$ cat config.mk
export PLATFORM = sky130hd
export DESIGN_NAME = pdp8_lp
export DESIGN_NICKNAME = d
export VERILOG_FILES = /design/src/rtl/pdp8_lp.sv
export SDC_FILE = /design/constraint.sdc
export NUM_CORES = 1
export LEC_CHECK = 0
export CAP_MARGIN = 20
export CORE_ASPECT_RATIO = 0.8
export CORE_MARGIN = 2
export CORE_UTILIZATION = 43
export CTS_CLUSTER_SIZE = 30
export DETAILED_ROUTE_END_ITERATION = 16
export GPL_TIMING_DRIVEN = 0
export PLACE_DENSITY = 0.93
export SLEW_MARGIN = 20
export SYNTH_ARGS = -nofsm -noshare
export SYNTH_HDL_FRONTEND = slang
export SYNTH_SLANG_ARGS = --single-unit
$ cat constraint.sdc
create_clock -name clk -period 5.2 [get_ports clk]
set_input_delay 1.04 -clock clk [delete_from_list [all_inputs] [get_ports clk]]
set_output_delay 1.04 -clock clk [all_outputs]
set_load 0.01 [all_outputs]
$ cat src/rtl/pdp8_lp.sv
// pdp8_lp: line-printer IOT device (device code 66) for pdp8_io.
// Buffers characters written by PPC/PLS and hands them to a parallel
// printer port through a setup/strobe/hold/wait handshake on lp_busy.
// Build option: define PDP8_LP_FIFO_EN to use a FIFO_DEPTH-entry circular
// buffer; otherwise a single holding register gives one-character-at-a-time
// teleprinter-style flag behaviour.
module pdp8_lp #(
  parameter int STROBE_CYCLES = 4,
  parameter int FIFO_DEPTH    = 4
) (
  input  logic        clk,
  input  logic        reset,
  input  logic        iot,
  input  logic [3:0]  state,
  input  logic [11:0] mb,
  input  logic [11:0] io_data_in,
  input  logic [5:0]  io_select,
  output logic        io_selected,
  output logic [11:0] io_data_out,
  output logic        io_data_avail,
  output logic        io_interrupt,
  output logic        io_skip,
  output logic        io_clear_ac,
  output logic [7:0]  lp_data,
  output logic        lp_strobe,
  input  logic        lp_busy
);

`ifdef PDP8_LP_FIFO_EN
  localparam int DEPTH = FIFO_DEPTH;
  localparam int AW    = $clog2(FIFO_DEPTH);
`else
  localparam int DEPTH = 1;
  localparam int AW    = 0;
`endif
  localparam int CW = AW + 1;
  localparam logic [CW-1:0] FULL_CNT = CW'(DEPTH);
  localparam logic [3:0] STB_LAST = 4'(STROBE_CYCLES - 1);

  typedef enum logic [2:0] {
    S_IDLE,
    S_SETUP,
    S_STROBE,
    S_HOLD,
    S_WAIT
  } lp_state_t;

  lp_state_t       r_state;
  lp_state_t       w_state_nxt;
  logic [3:0]      r_tmr;
  logic [3:0]      w_tmr_nxt;
  logic            r_strobe;
  logic [7:0]      r_data;
  logic            r_busy_s1;
  logic            r_busy_s2;
  logic            r_flag;
  logic            r_push_set;
  logic [CW-1:0]   r_cnt;
  logic [CW-1:0]   w_cnt_after;
  logic [7:0]      w_head;
  logic            w_busy;
  logic            w_act;
  logic            w_pcf;
  logic            w_ppc;
  logic            w_full;
  logic            w_push;
  logic            w_pop;
  logic            w_push_ok;
  logic            w_fill;
  logic            w_flag_set;
  logic            w_flag_clr;
  logic            w_unused;

  // The CPU state, high MB bits and high AC bits are not needed here.
  assign w_unused = ^{state, mb[11:3], io_data_in[11:8]};

  assign io_selected   = (io_select == 6'o66);
  assign io_data_out   = 12'o0;
  assign io_data_avail = 1'b0;
  assign io_clear_ac   = 1'b0;
  assign io_interrupt  = r_flag;
  assign io_skip       = io_selected & mb[0] & r_flag;
  assign lp_data       = r_data;
  assign lp_strobe     = r_strobe;

  assign w_act  = iot & io_selected;
  assign w_pcf  = w_act & mb[1];
  assign w_ppc  = w_act & mb[2];
  assign w_busy = r_busy_s2;

  // A push into a full buffer is only accepted when the head leaves this cycle.
  assign w_full      = (r_cnt == FULL_CNT);
  assign w_push      = w_ppc & (~w_full | w_pop);
  assign w_cnt_after = r_cnt + CW'(w_push) - CW'(w_pop);

  // Room left after a push raises the flag one cycle later; a push that
  // fills the buffer (with no simultaneous pop) drops it.
  assign w_push_ok  = w_push & (w_cnt_after != FULL_CNT);
  assign w_fill     = w_push & ~w_pop & (w_cnt_after == FULL_CNT);
  assign w_flag_set = w_pop | (r_push_set & ~w_fill);
  assign w_flag_clr = w_pcf | w_fill;

  // Two-flop synchronizer for the asynchronous printer busy line.
  always_ff @(posedge clk or posedge reset) begin
    if (reset) begin
      r_busy_s1 <= 1'b0;
      r_busy_s2 <= 1'b0;
    end else begin
      r_busy_s1 <= lp_busy;
      r_busy_s2 <= r_busy_s1;
    end
  end

  // Occupancy counter.
  always_ff @(posedge clk or posedge reset) begin
    if (reset) r_cnt <= '0;
    else       r_cnt <= w_cnt_after;
  end

`ifdef PDP8_LP_FIFO_EN
  logic [7:0]    r_mem [DEPTH];
  logic [AW-1:0] r_wp;
  logic [AW-1:0] r_rp;

  // Character storage; contents need no reset because the count gates reads.
  always_ff @(posedge clk) begin
    if (w_push) r_mem[r_wp] <= io_data_in[7:0];
  end

  // Read/write pointers wrap naturally at the power-of-two depth.
  always_ff @(posedge clk or posedge reset) begin
    if (reset) begin
      r_wp <= '0;
      r_rp <= '0;
    end else begin
      if (w_push) r_wp <= r_wp + 1'b1;
      if (w_pop)  r_rp <= r_rp + 1'b1;
    end
  end

  assign w_head = r_mem[r_rp];
`else
  logic [7:0] r_hold;

  // Single holding register; a same-cycle pop reads the old value.
  always_ff @(posedge clk) begin
    if (w_push) r_hold <= io_data_in[7:0];
  end

  assign w_head = r_hold;
`endif

  // Device flag: set events take priority over PCF and a filling push.
  always_ff @(posedge clk or posedge reset) begin
    if (reset) begin
      r_flag     <= 1'b1;
      r_push_set <= 1'b0;
    end else begin
      r_push_set <= w_push_ok;
      if (w_flag_set)      r_flag <= 1'b1;
      else if (w_flag_clr) r_flag <= 1'b0;
    end
  end

  // Output FSM state, phase timer, registered strobe and printer data.
  always_ff @(posedge clk or posedge reset) begin
    if (reset) begin
      r_state  <= S_IDLE;
      r_tmr    <= 4'd0;
      r_strobe <= 1'b0;
      r_data   <= 8'h00;
    end else begin
      r_state  <= w_state_nxt;
      r_tmr    <= w_tmr_nxt;
      r_strobe <= (w_state_nxt == S_STROBE);
      if (w_pop) r_data <= w_head;
    end
  end

  // Next-state logic: pop in IDLE, one setup cycle, strobe, two hold cycles
  // to let a strobe-induced busy rise reach the synchronizer, then wait.
  always_comb begin
    w_state_nxt = r_state;
    w_tmr_nxt   = 4'd0;
    w_pop       = 1'b0;
    case (r_state)
      S_IDLE: begin
        if ((r_cnt != '0) && !w_busy) begin
          w_pop       = 1'b1;
          w_state_nxt = S_SETUP;
        end
      end
      S_SETUP: w_state_nxt = S_STROBE;
      S_STROBE: begin
        if (r_tmr == STB_LAST) w_state_nxt = S_HOLD;
        else                   w_tmr_nxt   = r_tmr + 4'd1;
      end
      S_HOLD: begin
        if (r_tmr == 4'd1) w_state_nxt = S_WAIT;
        else               w_tmr_nxt   = r_tmr + 4'd1;
      end
      S_WAIT: begin
        if (!w_busy) w_state_nxt = S_IDLE;
      end
      default: w_state_nxt = S_IDLE;
    endcase
  end

endmodule

==> results.cfg, run 1 <==
[run_status]
status = completed

[grt]
grt_pass1_vias = 804
overflow = 0
grt_pass1_wl_mm = 3.56
track_usage = 0.142
grt_max_degree = 22
antenna_found_initial = 0

[sta]
post-route-period-util = 0.714
setup_slack_ps = 1490
clock.fmax_mhz = 269
setup_viol = 0
tightest_slew_ps = 800
hold_violations = 0
post-route-min-period_ps = 3710
skew_ps = 4.99
rsz0062_at_grt = false
slew_violations = 0
setup-tns-final_ps = 0
slew_headroom = 0.466
holdWs_ps = 361

[clock_network]
clock-sinks = 29
cts_root_buf = clkbuf_8
cts_resized = 0
cts_buffers = 5
cts_hold_buf = 0
clock_path_buffers = 2
clk_pin_slew_worst_paths_ps = 50
htreeDepth = 2
cts_tree = built
clk_latency_ps = 280
postCtsSetupBuffers = 0

[placement]
port_buffers = 32
gp_routability_congestion = 0.722
place_inst = 186
post-place-ws_ps = 1470
hpwl_mm = 1.67
placed_area_um2 = 1780

[setup_path]
max_stage_delay_ps = 520
cp_num_buf_inv = 3
crit_top_cell = clkdlybuf4s50_1
crit_type = in -> out
start_kind = input port
setup.worst_path.end_class = output port
crit_chain = clkdlybuf4s50_1 > nand4bb_1 > or2_1 > inv_2 > and3_1 > clkdlybuf4s50_1
required_ps = 4160
arrival_ps = 2670
crit_slowest_cell = clkdlybuf4s50_1
cp_top_family = buffers and inverters
cp_max_fo = 4

[logic_synthesis]
synthesis.area_um2 = 1350
seq_area_frac_synth = 0.567
synth-seq-cells = 29
ys_types = 36
synth-edff-count = 8
synthFlopType = dfrtp_1
syn_inst = 101
synthArstFlopShare = 0.724
syn_area_per_cell_um2 = 13.4
ys.warnings.count = 0

[final_layout]
syn_to_final_growth_pct = 37.3
fillers = 249
final_cell_mix = 32 x clkdlybuf4s50_1, 20 x dfrtp_1, 14 x buf_4, 14 x conb_1
drive_above_1_share = 0.240
utilization = 0.611
instances_no_fill = 194
final_nets = 195
design_area_um2 = 1860
final_common_cell = clkdlybuf4s50_1
antenna_cells = 0

[min_path]
hold_path.class = reg -> reg

[power_and_ir_drop]
p_seq_frac = 0.429
ir_worst_vdd_v = 0.000203
power_frac_clock = 0.208
p_switching_uw = 245
intPower_uw = 579
powerDensity_nw_per_um2 = 443
power_uw = 823
combPwrFrac = 0.363
netSwitchingFraction = 0.297
p_leak_nw = 0.816

[floorplanning]
die_w_um = 66.7
die-area_um2 = 3610
row_count = 18
coreArea_um2 = 3040
dieHeight_um = 54.2
io_pins = 64
floorplan.initialDensity = 0.445

[detailed_routing]
ant_nets = 0
drtPass1Iterations = 3
vias_per_cell = 4.52
wl_per_cell_um = 11.4
drtIter0Drc = 1
vias = 877
drc = 0
drt-total-wl_mm = 2.21

[job]
cap_violations = 0
## synth_stat cells, drive strengths merged (4+ instances only)
library cell,count,share of area
mux2,8,0.089
inv,4,0.015
nand2,5,0.014
nor2,7,0.023
buf,14,0.078
dfrtp,20,0.37
ha,4,0.037
nand3,4,0.024
edfxtp,8,0.18
## layout make-up
class | instances | area (µm²) | share of cell area
well taps | 40 | 50.0 | 0.0270
clock inverters | 1 | 3.75 | 0.00202
repair buffers | 32 | 320 | 0.173
plain buffers | 14 | 105 | 0.0566
inverters | 4 | 20.0 | 0.0108
clock buffers | 7 | 76.3 | 0.0411
multi-input cells | 67 | 514 | 0.277
flip-flops and latches | 29 | 767 | 0.413
## cells by family after synthesis
| group | synth area share |
|---|---|
| simple gates | 0.147 |
| xor+xnor | 0.0194 |
| compound gates | 0.0453 |
| other cells | 0.00277 |
| flops | 0.567 |
| mux | 0.0888 |
| buf+inv | 0.0925 |
| fa+ha+maj | 0.0370 |
## power by group through the flow
| stage | Sequential (mW) | Combinational [mW] | Clock (mW) |
|---|---|---|---|
| after floorplan | 0.364 | 0.172 | 0 |
| after global placement | 0.353 | 0.295 | 0 |
| after detailed placement | 0.357 | 0.303 | 0 |
| after CTS | 0.354 | 0.303 | 0.176 |
| after global routing | 0.364 | 0.330 | 0.189 |
| final | 0.353 | 0.299 | 0.171 |
## sequential cells by signal, summed over array words and instances (netlist names), 3 cells and up
register,flops
lp_data,8
r_tmr,4
r_hold,8
r_state,3
## routing by layer
metal | wire, µm | track usage
met1 | 876 | 0.155
met2 | 1020 | 0.233
met3 | 262 | 0.0649
met4 | 54 | 0.0816
met5 | 0 | 0
## path summary, 6_finish.rpt
kind                       slack (ps)                 start  cells after the start                  endpoint
max                              1490          io_select[3]                      6                   io_skip
min                               360   r_busy_s1$_DFF_PP0_                      0       r_busy_s2$_DFF_PP0_
max reg2reg                      3010  r_state[1]$_DFF_PP0_                      7  io_interrupt$_DFFE_PP1P_
min reg2reg                       360   r_busy_s1$_DFF_PP0_                      0       r_busy_s2$_DFF_PP0_
max in group asynchronous        3510                 reset                      2    lp_data[3]$_DFFE_PP0P_
min in group asynchronous        1210                 reset                      2    lp_data[2]$_DFFE_PP0P_
(Power assumes the default switching activity.)
==> inputs of run 2 (changes only) <==
CORE_UTILIZATION = 40   (was 43)
PLACE_DENSITY = 0.88   (was 0.93)
clock period = 3.8 ns   (was 5.2 ns; I/O delays follow)
==> run 2 against run 1 <==
Against the previous run:
- first-iteration DRC count grew to 24 times the previous value
- worst hold slack worse by 5.6 ps
- clock-buffer cell count is 1 higher
==> results.cfg, run 2 (synthesis gave the netlist of run 1 again) <==
[setup_path]
reg2reg_from = r_state[1]$_DFF_PP0_
required_ps = 3040
worstSetupEndpoint = io_skip
crit_type = in -> out
cp_max_fo = 4
start_kind = input port
critPathLaunch = io_select[3]
r2r_setup_slack_ps = 1620
r2r-end = io_interrupt$_DFFE_PP1P_
arrival_ps = 2440
setup.worst_path.end_class = output port
r2r_cells = 7

[power_and_ir_drop]
p_leak_nw = 0.822
powerDensity_nw_per_um2 = 614
ir_worst_vdd_v = 0.000350

[detailed_routing]
wl_per_cell_um = 11.4
drt-total-wl_mm = 2.21
vias = 875
vias_per_cell = 4.51
ant_nets = 0
drtPass1Iterations = 4
drc = 0
drtIter0Drc = 24

[grt]
overflow = 0
track_usage = 0.129
antenna_found_initial = 0
grt_pass1_vias = 792
grt_pass1_wl_mm = 3.74
grt_max_degree = 22

[run_status]
status = completed

[clock_network]
cts_hold_buf = 0
cts_buffers = 5
clock-sinks = 29
cts_resized = 0
clk_latency_ps = 280
clk_pin_slew_worst_paths_ps = 60
cts_tree = built
cts_root_buf = clkbuf_8
clock_path_buffers = 2
postCtsSetupBuffers = 0
htreeDepth = 2

[floorplanning]
row_count = 18
floorplan.initialDensity = 0.429
die_w_um = 69.0
coreArea_um2 = 3150
io_pins = 64
die-area_um2 = 3870
dieHeight_um = 56.0

[final_layout]
final_common_cell = clkdlybuf4s50_1
instances_no_fill = 194
drive_above_1_share = 0.247
final_nets = 195
syn_to_final_growth_pct = 38.0
fillers = 252
multi_input_area_um2 = 514
antenna_cells = 0
final_cell_mix = 32 x clkdlybuf4s50_1, 20 x dfrtp_1, 14 x buf_4, 14 x conb_1
layout.area.seq_um2 = 767

[sta]
clock.fmax_mhz = 313
slew_violations = 0
post-route-period-util = 0.841
slew_headroom = 0.456
post-route-min-period_ps = 3200
hold_violations = 0
skew_ps = 8.14
holdWs_ps = 355
rsz0062_at_grt = false
setup-tns-final_ps = 0
tightest_slew_ps = 815
setup_viol = 0

[min_path]
hold_path.class = reg -> reg

[placement]
hpwl_mm = 1.68
place_inst = 186
port_buffers = 32
gp_routability_congestion = 0.821

[job]
cap_violations = 0
==> run 2: cell count changes in the layout (fill, tap and decap cells not counted), sizes merged <==
cell,before,now
clkbuf,7,8
clkinv,1,0
==> run 2: per-stage QoR <==
stage	power [mW]	instance area, µm²	setup slack [ps]	utilization
final	1.15	1870	602	0.592
after global routing	1.22	1870	524	0.592
after CTS	1.16	1870	584	0.592
after detailed placement	0.901	1780	593	0.563
after global placement	0.885	1770	439	0.562
after floorplan	0.733	1400	1180	-
==> run 2: worst min-delay path by stage <==
stage | startpoint | to | cells past startpoint | slack [ps]
finish | r_busy_s1$_DFF_PP0_ | r_busy_s2$_DFF_PP0_ | 0 | 360
global route | r_busy_s1$_DFF_PP0_ | r_busy_s2$_DFF_PP0_ | 0 | 370
detailed placement | r_busy_s1$_DFF_PP0_ | r_busy_s2$_DFF_PP0_ | 0 | 340
floorplan | r_busy_s1$_DFF_PP0_ | r_busy_s2$_DFF_PP0_ | 0 | 330
CTS | r_busy_s1$_DFF_PP0_ | r_busy_s2$_DFF_PP0_ | 0 | 360
global placement | r_busy_s1$_DFF_PP0_ | r_busy_s2$_DFF_PP0_ | 0 | 340
==> run 2: report_power, final <==
group	internal [mW]	leakage (nW)	total (mW)	switching, mW
clock network	0.147	0.0455	0.255	0.108
registers	0.408	0.330	0.482	0.0743
logic	0.256	0.447	0.409	0.152
total	0.812	0.822	1.15	0.335
==> run 2: area by class of cell <==
| cell class | count | area share |
|---|---|---|
| Timing Repair Buffer | 32 | 0.172 |
| Multi-Input combinational cell | 67 | 0.275 |
| Buffer | 14 | 0.0563 |
| Inverter | 4 | 0.0107 |
| Clock buffer | 8 | 0.0483 |
| Sequential cell | 29 | 0.411 |
| Tap cell | 40 | 0.0268 |
==> run 2: layer usage <==
metal / track usage / share of wire
met5: 0 / 0
met4: 0.0756 / 0.025
met2: 0.196 / 0.45
met1: 0.144 / 0.41
met3: 0.0670 / 0.11
==> run 2: critical path, stage by stage <==
cell,delay [ps]
clkdlybuf4s50_1,400
nand4bb_1,220
or2_1,310
inv_2,70
and3_1,150
clkdlybuf4s50_1,530
==> inputs of run 3 (changes only) <==
CORE_UTILIZATION = 36   (was 40)
PLACE_DENSITY = 0.84   (was 0.88)
clock period = 2.7 ns   (was 3.8 ns; I/O delays follow)
==> run 3 against run 2 <==
Against the previous run:
- global-route usage fell by 0.58 points
- largest cell class unchanged
- first-iteration DRC count fell by 8.3%
- combinational power rose by 43%
==> results.cfg, run 3 (synthesis gave the netlist of run 1 again) <==
[detailed_routing]
drtPass1Iterations = 4
vias = 890
vias_per_cell = 4.54
drtIter0Drc = 22
ant_nets = 0
drc = 0
drt-total-wl_mm = 2.30
wl_per_cell_um = 11.8

[setup_path]
crit_type = in -> out
cp_max_fo = 4
start_kind = input port
arrival_ps = 2040
r2r_setup_slack_ps = 510
r2r-end = io_interrupt$_DFFE_PP1P_
setup.worst_path.end_class = output port
r2r_cells = 7
required_ps = 2160
reg2reg_from = r_state[1]$_DFF_PP0_

[power_and_ir_drop]
p_leak_nw = 0.837
ir_worst_vdd_v = 0.000346
powerDensity_nw_per_um2 = 875

[sta]
skew_ps = 3.65
setup_viol = 0
slew_violations = 0
slew_headroom = 0.461
post-route-period-util = 0.955
clock.fmax_mhz = 388
hold_violations = 0
holdWs_ps = 372
setup_slack_ps = 123
tightest_slew_ps = 806
post-route-min-period_ps = 2580
rsz0062_at_grt = false

[floorplanning]
row_count = 19
floorplan.initialDensity = 0.384
die-area_um2 = 4270
die_w_um = 72.5
coreArea_um2 = 3520
io_pins = 64
dieHeight_um = 58.8

[placement]
gp_routability_congestion = 0.748
port_buffers = 32
hpwl_mm = 1.74
post-place-ws_ps = -164

[clock_network]
htreeDepth = 2
clk_latency_ps = 280
cts_hold_buf = 0
clock-sinks = 29
clk_pin_slew_worst_paths_ps = 60
clock_path_buffers = 2
cts_tree = built
cts_buffers = 5
cts_root_buf = clkbuf_8
postCtsSetupBuffers = 0

[final_layout]
final_common_cell = clkdlybuf4s50_1
final_cell_mix = 31 x clkdlybuf4s50_1, 20 x dfrtp_1, 14 x buf_4, 14 x conb_1
drive_above_1_share = 0.266
syn_to_final_growth_pct = 39.1
antenna_cells = 0
final_nets = 195

[min_path]
hold_path.class = reg -> reg
min_from = r_busy_s1$_DFF_PP0_
hold_end = r_busy_s2$_DFF_PP0_
min_path_cells = 0

[grt]
track_usage = 0.123
overflow = 0
antenna_found_initial = 0
grt_max_degree = 22
grt_pass1_wl_mm = 3.77
grt_pass1_vias = 840

[run_status]
status = completed

[job]
cap_violations = 0
run 3: power breakdown:
| part | total, mW | switching [mW] | internal [mW] | leakage, nW |
|---|---|---|---|---|
| Sequential | 0.679 | 0.105 | 0.574 | 0.330 |
| Combinational | 0.583 | 0.221 | 0.363 | 0.453 |
| Clock | 0.385 | 0.155 | 0.230 | 0.0542 |
run 3: layout make-up:
type                            instances  area, µm²
Inverter                                4       20.0
Clock buffer                            7       96.3
Sequential cell                        29        767
Multi-Input combinational cell         67        517
Tap cell                               42       52.6
Timing Repair Buffer                   32        319
Fill cell                             329       1640
Clock inverter                          1       5.00
Buffer                                 14        105
run 3: through the flow:
| step | utilization | TNS, ps | instances | cell area (µm²) | power [mW] |
|---|---|---|---|---|---|
| 4_1_cts | 0.535 | 0 | 196 | 1880 | 1.67 |
| 3_5_place_dp | 0.506 | -218 | 188 | 1780 | 1.28 |
| 5_1_grt | 0.535 | 0 | 196 | 1880 | 1.75 |
| 6_report | 0.535 | 0 | 196 | 1880 | 1.65 |
| 3_3_place_gp | 0.504 | -2130 | 188 | 1770 | 1.25 |
| 2_1_floorplan | - | 0 | 114 | 1400 | 1.03 |
run 3: per-layer routing:
layer	wire (µm)	part of all wire	GRT usage
met5	0	0	0
met4	81	0.035	0.103
met3	226	0.098	0.0394
met2	1070	0.46	0.199
met1	928	0.40	0.132
run 3: worst max-delay path: stages:
cell	delay, ps
clkdlybuf4s50_1	400
nand4bb_1	220
or2_4	300
inv_2	50
clkdlybuf4s50_1	520
run 3: timing repair:
item	in CTS	in global routing
gates resized for setup	2	0
setup endpoints to repair	1	0
endpoints found under the hold margin	0	0
run 3: worst max-delay path by stage:
stage,slack (ps),startpoint,cells after the start,end
floorplan,300,io_select[3],7,io_interrupt$_DFFE_PP1P_
global placement,-470,io_select[3],8,io_interrupt$_DFFE_PP1P_
global route,10,io_select[3],8,io_interrupt$_DFFE_PP1P_
finish,120,io_select[3],5,io_selected
CTS,110,io_select[3],5,io_selected
detailed placement,-160,io_select[3],8,io_interrupt$_DFFE_PP1P_
